[config.mk]
export PLATFORM = sky130hd
export DESIGN_NAME = minbd_eject_buffer
export DESIGN_NICKNAME = d
export VERILOG_FILES = /design/src/rtl/minbd_pkg.sv /design/src/rtl/minbd_sync_fifo.sv /design/src/rtl/minbd_eject_buffer.sv
export SDC_FILE = /design/constraint.sdc
export NUM_CORES = 1
export LEC_CHECK = 0
export ABC_CLOCK_PERIOD_IN_PS = 2850
export BUFFER_PORTS_ARGS = -buffer_cell sky130_fd_sc_hd__buf_4
export CORE_MARGIN = 2
export CORE_UTILIZATION = 49
export CTS_CLUSTER_SIZE = 16
export DETAILED_ROUTE_END_ITERATION = 12
export PLACE_DENSITY = 0.76
export SYNTH_ARGS = -nofsm -noshare
export SYNTH_HDL_FRONTEND = slang
export SYNTH_SLANG_ARGS = --single-unit
[constraint.sdc]
create_clock -name clk -period 2.85 [get_ports clk]
set_clock_uncertainty 0.05 [all_clocks]
set_input_delay 0.285 -clock clk [delete_from_list [all_inputs] [get_ports clk]]
set_output_delay 0.285 -clock clk [all_outputs]
set_load 0.03 [all_outputs]
[src/rtl/minbd_pkg.sv]
// Shared constants for the MinBD router eject stage.
// Port indices, flit field offsets, mode codes and LFSR setup.
package minbd_pkg;

  localparam int PORT_N = 0;
  localparam int PORT_S = 1;
  localparam int PORT_E = 2;
  localparam int PORT_W = 3;

  localparam int FLIT_W_DEF    = 11;
  localparam int VALID_BIT_DEF = FLIT_W_DEF - 1;
  localparam int DIR_LSB_DEF   = 6;
  localparam int DIR_W         = 3;

  localparam logic [11:0] HOLD_CODES_DEF =
    {3'b001, 3'b000, 3'b011, 3'b010};

  localparam logic [2:0] MODE_DISABLE = 3'd5;

  localparam logic [7:0] LFSR_SEED = 8'hA5;
  // x^8+x^6+x^5+x^4+1, left shift, feedback into bit 0
  localparam logic [7:0] LFSR_TAPS = 8'hB8;

  function automatic logic [7:0] lfsr_next(
    input logic [7:0] s
  );
    return {s[6:0], ^(s & LFSR_TAPS)};
  endfunction

endpackage

[src/rtl/minbd_sync_fifo.sv]
// Side-buffer FIFO with first-word fall-through head.
// Push is refused when full, pop is refused when empty.
module minbd_sync_fifo #(
  parameter int W     = 11,
  parameter int DEPTH = 4
) (
  input  logic                         clk,
  input  logic                         rst_n,
  input  logic                         push,
  input  logic [W-1:0]                 din,
  input  logic                         pop,
  output logic [W-1:0]                 dout,
  output logic [$clog2(DEPTH+1)-1:0]   count,
  output logic                         full,
  output logic                         empty
);

  localparam int AW = $clog2(DEPTH);
  localparam int CW = $clog2(DEPTH+1);

  logic [W-1:0]  mem [DEPTH];
  logic [AW-1:0] wr_ptr;
  logic [AW-1:0] rd_ptr;
  logic          do_push;
  logic          do_pop;

  assign full    = (count == CW'(DEPTH));
  assign empty   = (count == '0);
  assign do_push = push && !full;
  assign do_pop  = pop && !empty;
  assign dout    = mem[rd_ptr];

  // Storage write; contents need no reset, pointers gate visibility
  always_ff @(posedge clk) begin
    if (do_push) mem[wr_ptr] <= din;
  end

  // Pointer and occupancy tracking, wrapping modulo DEPTH
  always_ff @(posedge clk or negedge rst_n) begin
    if (!rst_n) begin
      wr_ptr <= '0;
      rd_ptr <= '0;
      count  <= '0;
    end else begin
      if (do_push) wr_ptr <= wr_ptr + AW'(1);
      if (do_pop)  rd_ptr <= rd_ptr + AW'(1);
      unique case (1'b1)
        (do_push && !do_pop): count <= count + CW'(1);
        (!do_push && do_pop): count <= count - CW'(1);
        default:              count <= count;
      endcase
    end
  end

endmodule

[src/rtl/minbd_eject_buffer.sv]
// MinBD side-buffer eject stage: pulls at most one eligible flit
// per cycle out of the stream and queues it for re-injection.
module minbd_eject_buffer
  import minbd_pkg::*;
#(
  parameter int                  NPORTS       = 4,
  parameter int                  FLIT_W       = FLIT_W_DEF,
  parameter int                  DIR_LSB      = DIR_LSB_DEF,
  parameter logic [3*NPORTS-1:0] HOLD_CODES   = HOLD_CODES_DEF,
  parameter int                  DEPTH        = 4,
  parameter int                  SEL_MODE     = 0,
  parameter logic [2:0]          DISABLE_MODE = MODE_DISABLE
) (
  input  logic                        clk,
  input  logic                        rst_n,
  input  logic [2:0]                  mode,
  input  logic [NPORTS*FLIT_W-1:0]    in_flit,
  output logic [NPORTS*FLIT_W-1:0]    out_flit,
  output logic                        eject_valid,
  output logic [NPORTS-1:0]           eject_port,
  output logic                        sb_valid,
  output logic [FLIT_W-1:0]           sb_flit,
  input  logic                        sb_ready,
  output logic [$clog2(DEPTH+1)-1:0]  sb_count,
  output logic                        sb_full
);

  localparam int PW = $clog2(NPORTS);
  localparam int VB = FLIT_W - 1;

  logic [NPORTS-1:0]        elig;
  logic [NPORTS-1:0]        win_oh;
  logic [PW-1:0]            rr_ptr;
  logic [PW-1:0]            rr_nxt;
  logic [PW-1:0]            start;
  logic [PW-1:0]            win_idx;
  logic [PW:0]              scan;
  logic                     found;
  logic [7:0]               lfsr;
  logic                     en;
  logic                     pop;
  logic                     fifo_full;
  logic                     fifo_empty;
  logic [FLIT_W-1:0]        win_flit;
  logic [NPORTS*FLIT_W-1:0] nxt_flit;

  // A channel is ejectable when valid and not carrying its hold code
  always_comb begin
    elig = '0;
    for (int p = 0; p < NPORTS; p++) begin
      elig[p] = in_flit[p*FLIT_W + VB] &&
        (in_flit[p*FLIT_W + DIR_LSB +: 3] != HOLD_CODES[p*3 +: 3]);
    end
  end

  // Scan origin: round-robin pointer or pseudo-random LFSR residue
  always_comb begin
    if (SEL_MODE == 0) start = rr_ptr;
    else start = PW'(lfsr % 8'(NPORTS));
  end

  // First eligible channel scanning upward from the origin
  always_comb begin
    win_idx = '0;
    found   = 1'b0;
    scan    = '0;
    for (int i = 0; i < NPORTS; i++) begin
      scan = {1'b0, start} + (PW+1)'(i);
      if (scan >= (PW+1)'(NPORTS)) scan = scan - (PW+1)'(NPORTS);
      if (!found && elig[scan[PW-1:0]]) begin
        found   = 1'b1;
        win_idx = scan[PW-1:0];
      end
    end
  end

  assign en = (mode != DISABLE_MODE) && !fifo_full && |elig;
  assign win_oh = en ? (NPORTS'(1) << win_idx) : '0;
  assign win_flit = in_flit[win_idx*FLIT_W +: FLIT_W];
  assign rr_nxt = (win_idx == PW'(NPORTS-1)) ? '0
                                             : win_idx + PW'(1);

  // Forwarded stream with the ejected slot marked invalid
  always_comb begin
    nxt_flit = in_flit;
    for (int p = 0; p < NPORTS; p++) begin
      if (win_oh[p]) nxt_flit[p*FLIT_W + VB] = 1'b0;
    end
  end

  // Registered stream, eject report, arbiter pointer and LFSR
  always_ff @(posedge clk or negedge rst_n) begin
    if (!rst_n) begin
      out_flit    <= '0;
      eject_valid <= 1'b0;
      eject_port  <= '0;
      rr_ptr      <= '0;
      lfsr        <= LFSR_SEED;
    end else begin
      out_flit    <= nxt_flit;
      eject_valid <= en;
      eject_port  <= win_oh;
      lfsr        <= lfsr_next(lfsr);
      if (en) rr_ptr <= rr_nxt;
    end
  end

  assign pop      = sb_valid && sb_ready;
  assign sb_valid = !fifo_empty;
  assign sb_full  = fifo_full;

  minbd_sync_fifo #(
    .W     (FLIT_W),
    .DEPTH (DEPTH)
  ) u_fifo (
    .clk   (clk),
    .rst_n (rst_n),
    .push  (en),
    .din   (win_flit),
    .pop   (pop),
    .dout  (sb_flit),
    .count (sb_count),
    .full  (fifo_full),
    .empty (fifo_empty)
  );

endmodule
==> After elaboration in Yosys (flattened, before gate mapping) <==
Memory sizes are Yosys's and may differ from the RTL's.
Cells that the tools add are included.
W data, S select, Z words.
{ "word_totals": {"regBits": 58, "ramBits": 44, "inputBits": 50, "output_inout_bits": 65, "elab_cells": 90, "memories": 1} }
{ "mem_list": {"columns": ["memory", "words", "word_bits", "read_ports", "rd_ports_with_merged_regs", "wr", "line_no", "source"], "rows": [
  ["u_fifo.mem", 4, 11, 1, 0, 1, "minbd_sync_fifo.sv:21", "logic [W-1:0] mem [DEPTH];"]
]} }
{ "classes": {"addsub": 12, "n_mul": 1, "magnitude_cmp": 8, "n_eq_ne": 6, "n_shift": 2, "muxes": 28, "n_reduce_logical": 25} }
{ "ops": {"columns": ["op", "n"], "rows": [
  ["$shiftx A44 B7 Y11", 1],
  ["$mux W2", 9],
  ["$logic_and A1 B1 Y1", 14],
  ["$mux W1", 13],
  ["$lt A2 B3 Y1 const B", 4],
  ["$ge A3 B3 Y1 const B", 3],
  ["$bmux W1 S2", 4],
  ["$sub A2 B1 Y2 const B", 4],
  ["$logic_not A1 Y1", 7],
  ["$add A2 B1 Y2 const B", 3],
  ["$add A2 B2 Y3 const B", 2],
  ["$mul A2 B4 Y6 const B", 1],
  ["$ne A3 B2 Y1 const B", 2],
  ["$pmux W3 S2", 1],
  ["$mux W4", 1],
  ["$reduce_or A4 Y1", 1],
  ["$shl A1 B2 Y4 const A", 1],
  ["$add A2 B1 Y3 const B", 1],
  ["$add A3 B1 Y3 const B", 1],
  ["$eq A3 B3 Y1 const B", 1],
  ["$ge A2 B3 Y1 const B", 1],
  ["$logic_not A3 Y1", 1],
  ["$ne A3 B1 Y1 const B", 1],
  ["$ne A3 B3 Y1 const B", 1],
  ["4 further kinds", 4]
]} }

==> Depth between registers and ports, before layout <==
Gate-level depths: netlist of run 1.
{ "depth": {"word_depth": 17, "ltp_mapped": 11, "mapped_depth_nobuf": 10} }

==> Cells and area by module <==
From an unflattened synthesis of run 1, not the netlist that was laid out.
{ "unflattened": {"hier_cells": 220, "hier_area_um2": 3916.3} }
{ "modules_own_cells": {"columns": ["module", "instances", "cells_each", "area_per_inst_um2", "seq_area_each_um2"], "rows": [
  ["minbd_sync_fifo", 1, 95, 2015.7, 1496.4],
  ["minbd_eject_buffer", 1, 125, 1900.6, 1276.2]
]} }

==> Worst setup path before layout of run 1 <==
OpenSTA, ideal clock, no wires.
{ "synth_timing": {"kind": "register -> register", "from": "register u_fifo.count[2]", "to": "register u_fifo.count[2]", "setup_ps": 80, "t_arrival_ps": 2882, "required_time_ps": 2720, "slack_ps": -162, "path_stages_with_launch": 12, "path_buffers": 1, "period_less_slack_ps": 3012, "path_cell_list": "dfrtp_1 nor3b_1 a31o_1 a41oi_1 buf_2 inv_1 ha_1 inv_1 fa_1 xor2_1 nor2_1 xor2_1"} }
{ "synth_via": {"elab_chain_len": 8, "elab_cells_between_ends": 17, "cone_classes": "add/sub (2); eq/ne (1); mux (1); reduce/logical (13)"} }
{ "synth_lines": {"columns": ["element", "line_no", "source"], "rows": [
  ["start: declaration", "minbd_sync_fifo.sv:13", "output logic [$clog2(DEPTH+1)-1:0] count,"],
  ["start signal: assignment", "minbd_sync_fifo.sv:48", "(do_push && !do_pop): count <= count + CW'(1);"],
  ["start signal: assignment", "minbd_sync_fifo.sv:49", "(!do_push && do_pop): count <= count - CW'(1);"],
  ["start signal: assignment", "minbd_sync_fifo.sv:50", "default: count <= count;"],
  ["$eq A3 B3 Y1 *", "minbd_sync_fifo.sv:27", "assign full = (count == CW'(DEPTH));"],
  ["named net sb_full", "minbd_eject_buffer.sv:25", "output logic sb_full"],
  ["$logic_not A1 Y1 *", "minbd_eject_buffer.sv:77", "assign en = (mode != DISABLE_MODE) && !fifo_full && |elig;"],
  ["$logic_and A1 B1 Y1 * (2 in series)", "minbd_eject_buffer.sv:77", null],
  ["named net en", "minbd_eject_buffer.sv:40", "logic en;"],
  ["$logic_and A1 B1 Y1 *", "minbd_sync_fifo.sv:29", "assign do_push = push && !full;"],
  ["$logic_not A1 Y1", "minbd_sync_fifo.sv:49", null],
  ["$logic_and A1 B1 Y1", "minbd_sync_fifo.sv:49", null],
  ["$pmux W3 S2 or $reduce_bool A2 Y1 (tied branches)", null, null]
]} }
The timed path passes the listed nets; every way through them passes the cells marked *.
A chain may end at the register's enable or synchronous reset.

==> Worst setup path in the final report of run 1 <==
{ "layout_timing": {"from": "input in_flit[41]", "to": "register u_fifo.count[2]"} }
{ "layout_via": {"elab_chain_len": 8, "elab_cells_between_ends": 10, "cone_classes": "eq/ne (1); mux (1); reduce/logical (8)"} }
{ "layout_lines": {"columns": ["element", "line_no", "source"], "rows": [
  ["start: declaration", "minbd_eject_buffer.sv:17", "input logic [NPORTS*FLIT_W-1:0] in_flit,"],
  ["$ne A3 B1 Y1 *", "minbd_eject_buffer.sv:52", "(in_flit[p*FLIT_W + DIR_LSB +: 3] != HOLD_CODES[p*3 +: 3]);"],
  ["$logic_and A1 B1 Y1 *", "minbd_eject_buffer.sv:51", "elig[p] = in_flit[p*FLIT_W + VB] &&"],
  ["$reduce_or A4 Y1 *", "minbd_eject_buffer.sv:77", null],
  ["$logic_and A1 B1 Y1 *", "minbd_eject_buffer.sv:77", null],
  ["$logic_and A1 B1 Y1 *", "minbd_sync_fifo.sv:29", null],
  ["$logic_not A1 Y1", "minbd_sync_fifo.sv:49", null],
  ["$logic_and A1 B1 Y1", "minbd_sync_fifo.sv:49", null],
  ["$pmux W3 S2 or $reduce_bool A2 Y1 (tied branches)", null, null]
]} }
Mark *: on every way between the ends. The rest lies on a longest branch, timed or not.

==> run summary, run 1 <==
Post-synth ARST share: 56.9%
vias in the first global route: 2,663
Num CTS Buffers: 9
clock latency on the worst-skew pair: 350 ps
DR vias: 2,447
RSZ-0062 raised after global routing: no
CTS tree: done
crit-path cells: dlygate4sd3_1 -> buf_4 -> nor3b_1 -> nand2b_1 -> a41oi_1 -> inv_1 -> ha_1 -> inv_1 -> fa_1 -> xor2_1 -> nor2_1 -> xor2_1
Main synth FF type: dfrtp_1
core area: 7730 µm²
Core Util, Final: 70.3%
Worst Setup Path Type: primary input to flop
I/O pin count: 115
Hold Vio Cnt, Final: 0
CTS H-tree depth: 3
postcts setup bufs: 0
critical path endpoint category: flop
maximum vdd ir drop: 0.000515 V
post-synth top area share: 37.3%
R2R setup slack: 610 ps
input/output buffers: 114
non-filler cells, final: 487
total gr overflow: 0
Pwr per Cell Area: 959 nW/µm²
pin count of the biggest net entering global routing: 59
Worst Path Buf+Inv: 4
Layout area overhead: 39.5%
most common cell in the synthesized netlist: dfrtp_1
#FFs+latches synth: 102
layout cells sized above 1: 39.5%
vias per inst: 5.02
leading area contributor after synthesis: dfrtp_1
worst slew pin tran: 717 ps
Final Cycle Share: 93.7%
Worst Hold Class: primary input to flop
HPWL Detailed: 5760 µm
Hold Startpoint: in_flit[7]
gr usage total: 21.3%
Mapped Nets: 278
post-CTS sizing: 0
clock sink count: 102
worst r2r src: u_fifo.count[2]$_DFFE_PN0P_
final RePlAce weighted congestion: 0.752
Commonest cells post-synth: dfrtp_1 (58), edfxtp_1 (44), mux2i_1 (31)
Fin Hold WS: 16.9 ps
crit path time final: 2670 ps
setup tns final: 0 ps
Die X: 93.1 µm
CP top delay family: buffers and inverters
Worst Path Required: 3080 ps
routed len/inst: 17.8 µm
CTS Buffer Depth: 2
achievable frequency: 375 MHz
Die ar.: 8680 µm²
Die Y: 93.1 µm
status: finished, final reports clean
Slew Viols, Final: 0
Setup Viol. Count Final: 0
CTS Root Cell: clkbuf_8
DR pass1 iterations: 4
WL final: 8690 µm
Tot Pwr: 5210 µW
number of enable flip-flop cells after synthesis: 44
DRC Markers: 0
max_cap viols: 0
Placed Instances: 437
Max transition margin: 52.2%
final net count: 436
first-pass GRT wire length: 13,600 µm
Ys Warns: 0
syn_area_per_cell: 17.5 µm²
FP Rows: 32
count of cell types in the netlist: 36
initial core utilization: 50.4%
critical path startpoint category: primary input
crit-path max cell delay: 570 ps
antenna viol nets, final: 0
Cells after Synth: 222
initial antenna violation count: 0
ant diodes: 0
CP max-delay cell: dlygate4sd3_1
synth top area cells: dfrtp_1 (37%), edfxtp_1 (34%), mux2i_1 (8.0%)
Max Fanout on Critical Path: 3
CP Launch Point: in_flit[41]
Post-CTS Hold Buffers: 34
worst path arrival time: 2900 ps
Leak: 0.00241 µW
Netlist Area Pre-Place: 3890 µm²
Seq/Total Area, Yosys: 71.2%
CTS clk-pin slew, worst paths: 90 ps
Iter 0 DRT Violations: 141
-- through the flow --
step           cell area (µm²)  worst slack [ps]
2_1_floorplan             3900               159
3_3_place_gp              4880               485
3_5_place_dp              4880               458
4_1_cts                   5430               246
5_1_grt                   5430              42.4
6_report                  5430               180
-- report_power, final --
group	leakage [µW]	switching [µW]	internal [µW]	total (µW)
Combinational	0.00121	1190	870	2060
Sequential	0.00109	187	2000	2190
Clock	0.000110	464	494	958
-- layout make-up --
cell class / instances / area (µm²)
Sequential cell: 102 / 2770
Fill cell: 518 / 2300
Timing Repair Buffer: 153 / 1230
Multi-Input combinational cell: 104 / 1050
Clock buffer: 10 / 128
Tap cell: 102 / 128
Clock inverter: 6 / 83.8
Inverter: 10 / 37.5
-- state kept, by name, indices dropped and copies added, names as in the netlist --
name	cells
out_flit	44
u_fifo.rd_ptr	2
u_fifo.count	3
u_fifo.mem	44
eject_port	4
rr_ptr	2
u_fifo.wr_ptr	2
eject_valid	1
-- kinds of logic (layout without fill, tap and decap cells) --
group	Yosys count	count (layout)	share of synthesized area, %
flip-flops	102	102	71.2
buffers and inverters	16	179	2.02
XOR/XNOR	7	7	1.57
multiplexers	42	42	14.3
AO/OA/AOI/OAI	16	16	3.89
adder cells (fa/ha/maj)	6	6	2.12
AND/OR/NAND/NOR	33	33	4.85
-- layer usage --
layer	vias up	part of all wire, %	global-route usage (%)	wire, µm
met5	-	0	0	0
met4	0	2.5	9.68	218
met3	17	4.8	4.92	416
met2	74	52	35.3	4510
met1	1231	41	27.1	3540
li1	1125	-	-	-
-- path summary, 6_finish.rpt --
path                                               end  depth (start not counted)
min in group asynchronous       out_flit[24]$_DFF_PN0_                          2
hold reg to reg            u_fifo.count[2]$_DFFE_PN0P_                          1
hold / removal                   out_flit[7]$_DFF_PN0_                          1
setup reg to reg            u_fifo.mem[1][0]$_DFFE_PP_                          5
setup / recovery           u_fifo.count[2]$_DFFE_PN0P_                         12
max in group asynchronous      eject_port[3]$_DFF_PN0_                          2
-- layout by cell type, fill, tap and decap left out, drive strengths merged, types with 2 or more instances in the layout --
cell	count
and2	6
buf	119
bufinv	2
clkbuf	10
clkinv	3
dfrtp	58
dlygate4sd3	34
edfxtp	44
ha	5
inv	11
mux2i	31
mux4	11
nand2	7
nand2b	2
nand3b	3
nor2	6
nor3b	4
o211ai	2
o21a	3
o21ai	3
xnor2	3
xor2	4
(Power assumes the default switching activity.)
==> run 2, diff against run 1 <==
--- a/config.mk
+++ b/config.mk
@@ -11,7 +11,8 @@
 export CORE_UTILIZATION = 49
 export CTS_CLUSTER_SIZE = 16
 export DETAILED_ROUTE_END_ITERATION = 12
-export PLACE_DENSITY = 0.76
+export PLACE_DENSITY_LB_ADDON = 0.3
+export SETUP_SLACK_MARGIN = 0.3
 export SYNTH_ARGS = -nofsm -noshare
 export SYNTH_HDL_FRONTEND = slang
 export SYNTH_SLANG_ARGS = --single-unit
==> run summary, run 2 (synthesized netlist as in run 1, its figures left out) <==
R2R setup slack: 710 ps (was 610 ps)
Num CTS Buffers: 9 (unchanged)
vias in the first global route: 2,703 (was 2,663)
Hold Path End: out_flit[28]$_DFF_PN0_ (was out_flit[7]$_DFF_PN0_)
Hold Vio Cnt, Final: 0 (unchanged)
final RePlAce weighted congestion: 0.769 (was 0.752)
antenna viol nets, final: 0 (unchanged)
Hold Startpoint: in_flit[28] (was in_flit[7])
Iter 0 DRT Violations: 125 (was 141)
I/O pin count: 115 (unchanged)
Worst Path Buf+Inv: 3 (was 4)
Tot Pwr: 5390 µW (was 5210 µW)
ant diodes: 0 (unchanged)
CP top delay family: buffers and inverters (unchanged)
GRT met1 Usage: 26.8% (was 27.1%)
status: finished, final reports clean (unchanged)
vias per inst: 5.13 (was 5.02)
final net count: 439 (was 436)
Layout Cell Area excl Fill: 5540 µm² (was 5430 µm²)
Die ar.: 8680 µm² (unchanged)
Leak: 0.00243 µW (was 0.00241 µW)
Slew Viols, Final: 0 (unchanged)
Max transition margin: 52.3% (was 52.2%)
pin count of the biggest net entering global routing: 59 (unchanged)
Global Route met3 Usage: 4.11% (was 4.92%)
initial antenna violation count: 0 (unchanged)
CTS tree: done (unchanged)
clock sink count: 102 (unchanged)
Area after DPL: 4890 µm² (was 4880 µm²)
total gr overflow: 0 (unchanged)
maximum vdd ir drop: 0.000590 V (was 0.000515 V)
gr usage total: 21.1% (was 21.3%)
Worst Reg-to-Reg Cells: 10 (was 5)
Die Y: 93.1 µm (unchanged)
worst r2r src: u_fifo.count[0]$_DFFE_PN0P_ (was u_fifo.count[2]$_DFFE_PN0P_)
highest-count cells in the layout ignoring fill and taps: buf_4 (118), dfrtp_1 (56), edfxtp_1 (44) (was buf_4 (119), dfrtp_1 (58), edfxtp_1 (44))
CTS Root Cell: clkbuf_8 (unchanged)
met2 GRT Util: 35.3% (unchanged)
worst slew pin tran: 716 ps (was 717 ps)
critical path endpoint category: flop (unchanged)
r2r endpoint: u_fifo.count[2]$_DFFE_PN0P_ (was u_fifo.mem[1][0]$_DFFE_PP_)
layout cells sized above 1: 42.8% (was 39.5%)
critical path startpoint category: primary input (unchanged)
clock latency on the worst-skew pair: 360 ps (was 350 ps)
initial core utilization: 50.4% (unchanged)
CP Depth: 8 (was 12)
Layout area overhead: 42.4% (was 39.5%)
crit-path cells: dlygate4sd3_1 -> buf_4 -> or3b_4 -> o2bb2ai_2 -> a221oi_4 -> buf_8 -> mux2i_1 -> mux2i_2 (was dlygate4sd3_1 -> buf_4 -> nor3b_1 -> nand2b_1 -> a41oi_1 -> inv_1 -> ha_1 -> inv_1 -> fa_1 -> xor2_1 -> nor2_1 -> xor2_1)
CP max-delay cell: dlygate4sd3_1 (unchanged)
CTS H-tree depth: 3 (unchanged)
DR vias: 2,514 (was 2,447)
Final Cycle Share: 87.3% (was 93.7%)
crit-path max cell delay: 540 ps (was 570 ps)
Top Usage Layer GRT: met2 (unchanged)
input/output buffers: 114 (unchanged)
core area: 7730 µm² (unchanged)
WL final: 8680 µm (was 8690 µm)
CTS clk-pin slew, worst paths: 100 ps (was 90 ps)
HPWL Detailed: 5700 µm (was 5760 µm)
Setup Viol. Count Final: 0 (unchanged)
crit path time final: 2490 ps (was 2670 ps)
hold depth: 1 (unchanged)
DRC Markers: 0 (unchanged)
Worst Path Required: 2890 ps (was 3080 ps)
setup tns final: 0 ps (unchanged)
Worst Hold Class: primary input to flop (unchanged)
Largest regs: out_flit x44, u_fifo.mem x44, eject_port x4 (unchanged)
max_cap viols: 0 (unchanged)
most common cell after layout, fill and taps aside: buf_4 (unchanged)
RSZ-0062 raised after global routing: yes (was no)
CTS Buffer Depth: 2 (unchanged)
Worst Setup Path Type: primary input to flop (unchanged)
DR pass1 iterations: 6 (was 4)
routed len/inst: 17.7 µm (was 17.8 µm)
worst path arrival time: 2530 ps (was 2900 ps)
FP Rows: 32 (unchanged)
first-pass GRT wire length: 13,600 µm (about the same)
Die X: 93.1 µm (unchanged)
Pwr per Cell Area: 972 nW/µm² (was 959 nW/µm²)
achievable frequency: 402 MHz (was 375 MHz)
Max Fanout on Critical Path: 18 (was 3)
==> run 2: changes by cell type in the layout (fill, tap and decap cells not counted), moves of 3 or more <==
cell           delta
mux2i_1           -6
mux2i_2           +6
and2_1            -4
and2_2            +4
dlygate4sd3_1     +3
==> run 2: per-layer routing <==
metal / up-vias / share of wire (%)
met5: - / 0
met4: 0 / 3.2
met3: 24 / 4.7
met2: 90 / 52
met1: 1269 / 40
li1: 1131 / -
==> run 2: what timing repair did <==
| item | 4_1_cts | 5_1_grt |
|---|---|---|
| hold buffers | 36 | 1 |
| setup endpoints to repair | 0 | 81 |
| buffers inserted | 0 | 0 |
| hold endpoints to repair | 93 | 1 |
| resized for setup | 0 | 13 |
==> run 2: where the power goes <==
| part | switching [µW] | internal (µW) |
|---|---|---|
| clock network | 488 | 588 |
| registers | 193 | 2000 |
| logic | 1200 | 914 |
| total | 1880 | 3510 |
==> run 2: how the worst max path moves through the flow <==
stage,startpoint,endpoint
finish,in_flit[6],u_fifo.mem[1][4]$_DFFE_PP_
global route,in_flit[6],u_fifo.count[2]$_DFFE_PN0P_
CTS,in_flit[6],u_fifo.mem[2][6]$_DFFE_PP_
detailed placement,in_flit[40],u_fifo.count[2]$_DFFE_PN0P_
global placement,in_flit[40],u_fifo.count[2]$_DFFE_PN0P_
floorplan,u_fifo.count[1]$_DFFE_PN0P_,u_fifo.count[2]$_DFFE_PN0P_
==> run 2: cell type report <==
cell class,count,area (µm²)
Sequential cell,102,2780
Fill cell,490,2180
Timing Repair Buffer,156,1270
Multi-Input combinational cell,104,1090
Tap cell,102,128
Clock buffer,9,124
Clock inverter,7,121
Inverter,10,37.5
==> run 2: stage by stage <==
stage	std cells	setup slack [ps]	hold WS [ps]	utilization (%)
3_3_place_gp	437	486	331	63.2
5_1_grt	490	249	0.103	71.7
2_1_floorplan	222	318	-60.6	-
6_report	490	361	11.3	71.7
4_1_cts	489	326	0.0746	71.1
3_5_place_dp	437	469	339	63.2
==> run 3, diff against run 2 <==
--- a/config.mk
+++ b/config.mk
@@ -7,6 +7,7 @@
 export LEC_CHECK = 0
 export ABC_CLOCK_PERIOD_IN_PS = 2850
 export BUFFER_PORTS_ARGS = -buffer_cell sky130_fd_sc_hd__buf_4
+export CORE_ASPECT_RATIO = 2
 export CORE_MARGIN = 2
 export CORE_UTILIZATION = 49
 export CTS_CLUSTER_SIZE = 16
@@ -15,4 +16,5 @@
 export SETUP_SLACK_MARGIN = 0.3
 export SYNTH_ARGS = -nofsm -noshare
 export SYNTH_HDL_FRONTEND = slang
+export SYNTH_HIERARCHICAL = 1
 export SYNTH_SLANG_ARGS = --single-unit
==> run summary, run 3 <==
HPWL Detailed: 6010 µm (was 5700 µm)
ant diodes: 0 (unchanged)
CTS H-tree depth: 3 (unchanged)
Worst Setup Path Type: flop to flop (was primary input to flop)
number of enable flip-flop cells after synthesis: 44 (unchanged)
layout cells sized above 1: 45.7% (was 42.8%)
Layout Cell Area excl Fill: 5430 µm² (was 5540 µm²)
WL final: 8450 µm (was 8680 µm)
Pwr per Cell Area: 1040 nW/µm² (was 972 nW/µm²)
achievable frequency: 418 MHz (was 402 MHz)
Die Y: 130 µm (was 93.1 µm)
Mapped Nets: 276 (was 278)
register area: 2780 µm² (about the same)
CTS Root Cell: clkbuf_16 (was clkbuf_8)
r2r endpoint: u_fifo/count[2]$_DFFE_PN0P_ (was u_fifo.count[2]$_DFFE_PN0P_)
Post-synth ARST share: 56.9% (unchanged)
I/O pin count: 115 (unchanged)
vias per inst: 5.08 (was 5.13)
final RePlAce weighted congestion: 0.776 (was 0.769)
crit-path max cell delay: 440 ps (was 540 ps)
Largest regs: out_flit x44, u_fifo/mem x44, eject_port x4 (was out_flit x44, u_fifo.mem x44, eject_port x4)
Worst Path Required: 3060 ps (was 2890 ps)
pre-CTS setup slack: 152 ps (was 469 ps)
area of the multi-input gates: 1080 µm² (was 1090 µm²)
number of fill cells: 552 (was 490)
Max transition margin: 52.6% (was 52.3%)
pin count of the biggest net entering global routing: 59 (unchanged)
max_cap viols: 0 (unchanged)
Hold Vio Cnt, Final: 0 (unchanged)
Max Fanout on Critical Path: 6 (was 18)
Critical Path End: u_fifo/count[2]$_DFFE_PN0P_ (was u_fifo.mem[1][4]$_DFFE_PP_)
final net count: 423 (was 439)
synth top area cells: dfrtp_1 (37%), edfxtp_1 (34%), mux2i_1 (7.9%) (was dfrtp_1 (37%), edfxtp_1 (34%), mux2i_1 (8.0%))
CTS clk-pin slew, worst paths: 70 ps (was 100 ps)
final worst setup slack: 457 ps (was 361 ps)
Cells after Synth: 220 (was 222)
Die X: 67.2 µm (was 93.1 µm)
Die ar.: 8770 µm² (was 8680 µm²)
syn_area_per_cell: 17.8 µm² (was 17.5 µm²)
worst path arrival time: 2610 ps (was 2530 ps)
initial antenna violation count: 0 (unchanged)
clock sink count: 102 (unchanged)
first-pass GRT wire length: 13,000 µm (was 13,600 µm)
RSZ-0062 raised after global routing: no (was yes)
highest-count cells in the layout ignoring fill and taps: buf_4 (123), dfrtp_1 (55), edfxtp_1 (44) (was buf_4 (118), dfrtp_1 (56), edfxtp_1 (44))
#FFs+latches synth: 102 (unchanged)
maximum vdd ir drop: 0.000740 V (was 0.000590 V)
Seq/Total Area, Yosys: 70.8% (was 71.2%)
CP max-delay cell: or3b_4 (was dlygate4sd3_1)
Final Cycle Share: 84.0% (was 87.3%)
setup tns final: 0 ps (unchanged)
Num CTS Buffers: 9 (unchanged)
CTS tree: done (unchanged)
core area: 7830 µm² (was 7730 µm²)
antenna viol nets, final: 0 (unchanged)
DR pass1 iterations: 4 (was 6)
Area after DPL: 4900 µm² (was 4890 µm²)
Layout area overhead: 38.6% (was 42.4%)
gr usage total: 21.1% (about the same)
CTS Buffer Depth: 2 (unchanged)
DRC Markers: 0 (unchanged)
most common cell in the synthesized netlist: dfrtp_1 (unchanged)
worst r2r src: u_fifo/count[1]$_DFFE_PN0P_ (was u_fifo.count[0]$_DFFE_PN0P_)
count of cell types in the netlist: 37 (was 36)
FP Rows: 46 (was 32)
post-synth top area share: 37.1% (was 37.3%)
most common cell after layout, fill and taps aside: buf_4 (unchanged)
clock latency on the worst-skew pair: 340 ps (was 360 ps)
Tot Pwr: 5630 µW (was 5390 µW)
total gr overflow: 0 (unchanged)
critical path endpoint category: flop (unchanged)
Core Util, Final: 69.3% (was 71.7%)
crit path time final: 2390 ps (was 2490 ps)
Iter 0 DRT Violations: 162 (was 125)
DR vias: 2,377 (was 2,514)
Netlist Area Pre-Place: 3920 µm² (was 3890 µm²)
Main synth FF type: dfrtp_1 (unchanged)
initial core utilization: 50.0% (was 50.4%)
leading area contributor after synthesis: dfrtp_1 (unchanged)
Commonest cells post-synth: dfrtp_1 (58), edfxtp_1 (44), mux2i_1 (31) (unchanged)
status: finished, final reports clean (unchanged)
worst slew pin tran: 711 ps (was 716 ps)
Setup Viol. Count Final: 0 (unchanged)
R2R setup slack: 460 ps (was 710 ps)
Ys Warns: 6 (was 0)
Slew Viols, Final: 0 (unchanged)
critical path startpoint category: flop (was primary input)
input/output buffers: 114 (unchanged)
Worst Reg-to-Reg Cells: 11 (was 10)
vias in the first global route: 2,488 (was 2,703)
Leak: 0.00238 µW (was 0.00243 µW)
Worst Hold Class: primary input to flop (unchanged)
crit-path cells: or3b_4 -> clkinvlp_4 -> a311oi_4 -> and2_4 -> inv_1 -> ha_2 -> inv_1 -> fa_2 -> xor2_1 -> nor2_1 -> xor2_1 (was dlygate4sd3_1 -> buf_4 -> or3b_4 -> o2bb2ai_2 -> a221oi_4 -> buf_8 -> mux2i_1 -> mux2i_2)
CP Launch Point: u_fifo/count[1]$_DFFE_PN0P_ (was in_flit[6])
routed len/inst: 18.1 µm (was 17.7 µm)
==> run 3: worst max-delay path, delay by kind of cell (launching register included) <==
family / cells / cell delay (ps)
compound gates: 1 / 50
xor+xnor: 2 / 290
fa+ha+maj: 2 / 510
buf+inv: 3 / 220
flops: 1 / 410
simple gates: 3 / 770
==> run 3: cell families (layout without fill, tap and decap cells) <==
logic type                 count (synthesis)  after routing  share of synthesized area (%)
muxes                                     43             43                           14.6
buffers and inverters                     15            167                           2.04
DFF                                      102            102                           70.8
xor gates and xnor gates                   7              7                           1.57
and+or+nand+nor                           32             32                           5.11
AOI/OAI and AO/OA                         15             15                           3.74
adders and majority gates                  6              6                           2.11
==> run 3: stage by stage <==
stage / std cells / hold WS (ps)
after global routing: 468 / 0.687
after global placement: 429 / 316
after detailed placement: 429 / 329
after CTS: 449 / 1.16
after floorplan: 220 / -60.6
final: 468 / 14.7
==> run 3: final cells by class <==
type | instances | share of cell area, %
Multi-Input combinational cell | 103 | 19.9
Tap cell | 96 | 2.21
Timing Repair Buffer | 141 | 20.3
Sequential cell | 102 | 51.2
Clock inverter | 7 | 1.50
Inverter | 10 | 0.761
Clock buffer | 9 | 4.15
==> run 3: worst min-delay path by stage <==
stage / from / to / depth (start not counted)
2_1_floorplan: rst_n / eject_port[0]$_DFF_PN0_ / 0
3_3_place_gp: rst_n / out_flit[26]$_DFF_PN0_ / 1
3_5_place_dp: rst_n / out_flit[26]$_DFF_PN0_ / 1
4_1_cts: in_flit[33] / out_flit[33]$_DFF_PN0_ / 1
5_1_grt: in_flit[14] / out_flit[14]$_DFF_PN0_ / 1
6_report: in_flit[25] / out_flit[25]$_DFF_PN0_ / 1
==> run 3: where the power goes <==
group / internal [µW] / leakage (µW) / switching, µW / total, µW
clock: 691 / 0.000148 / 527 / 1220
sequential: 2010 / 0.00108 / 203 / 2210
combinational: 957 / 0.00115 / 1240 / 2190
total: 3660 / 0.00238 / 1970 / 5630
==> run 3: timing repair <==
| action | CTS | global route |
|---|---|---|
| hold buffers | 4 | 14 |
| endpoints found under the setup margin | 0 | 1 |
| buffers inserted | 0 | 5 |
| gates resized for setup | 0 | 3 |
| endpoints found under the hold margin | 61 | 14 |
==> run 3: metal layers <==
metal / vias up / share of wire, % / track usage (%)
met5: - / 0 / 0
met4: 0 / 1.2 / 7.56
met3: 7 / 7.2 / 7.36
met2: 87 / 55 / 36.9
met1: 1179 / 36 / 23.2
li1: 1104 / - / -
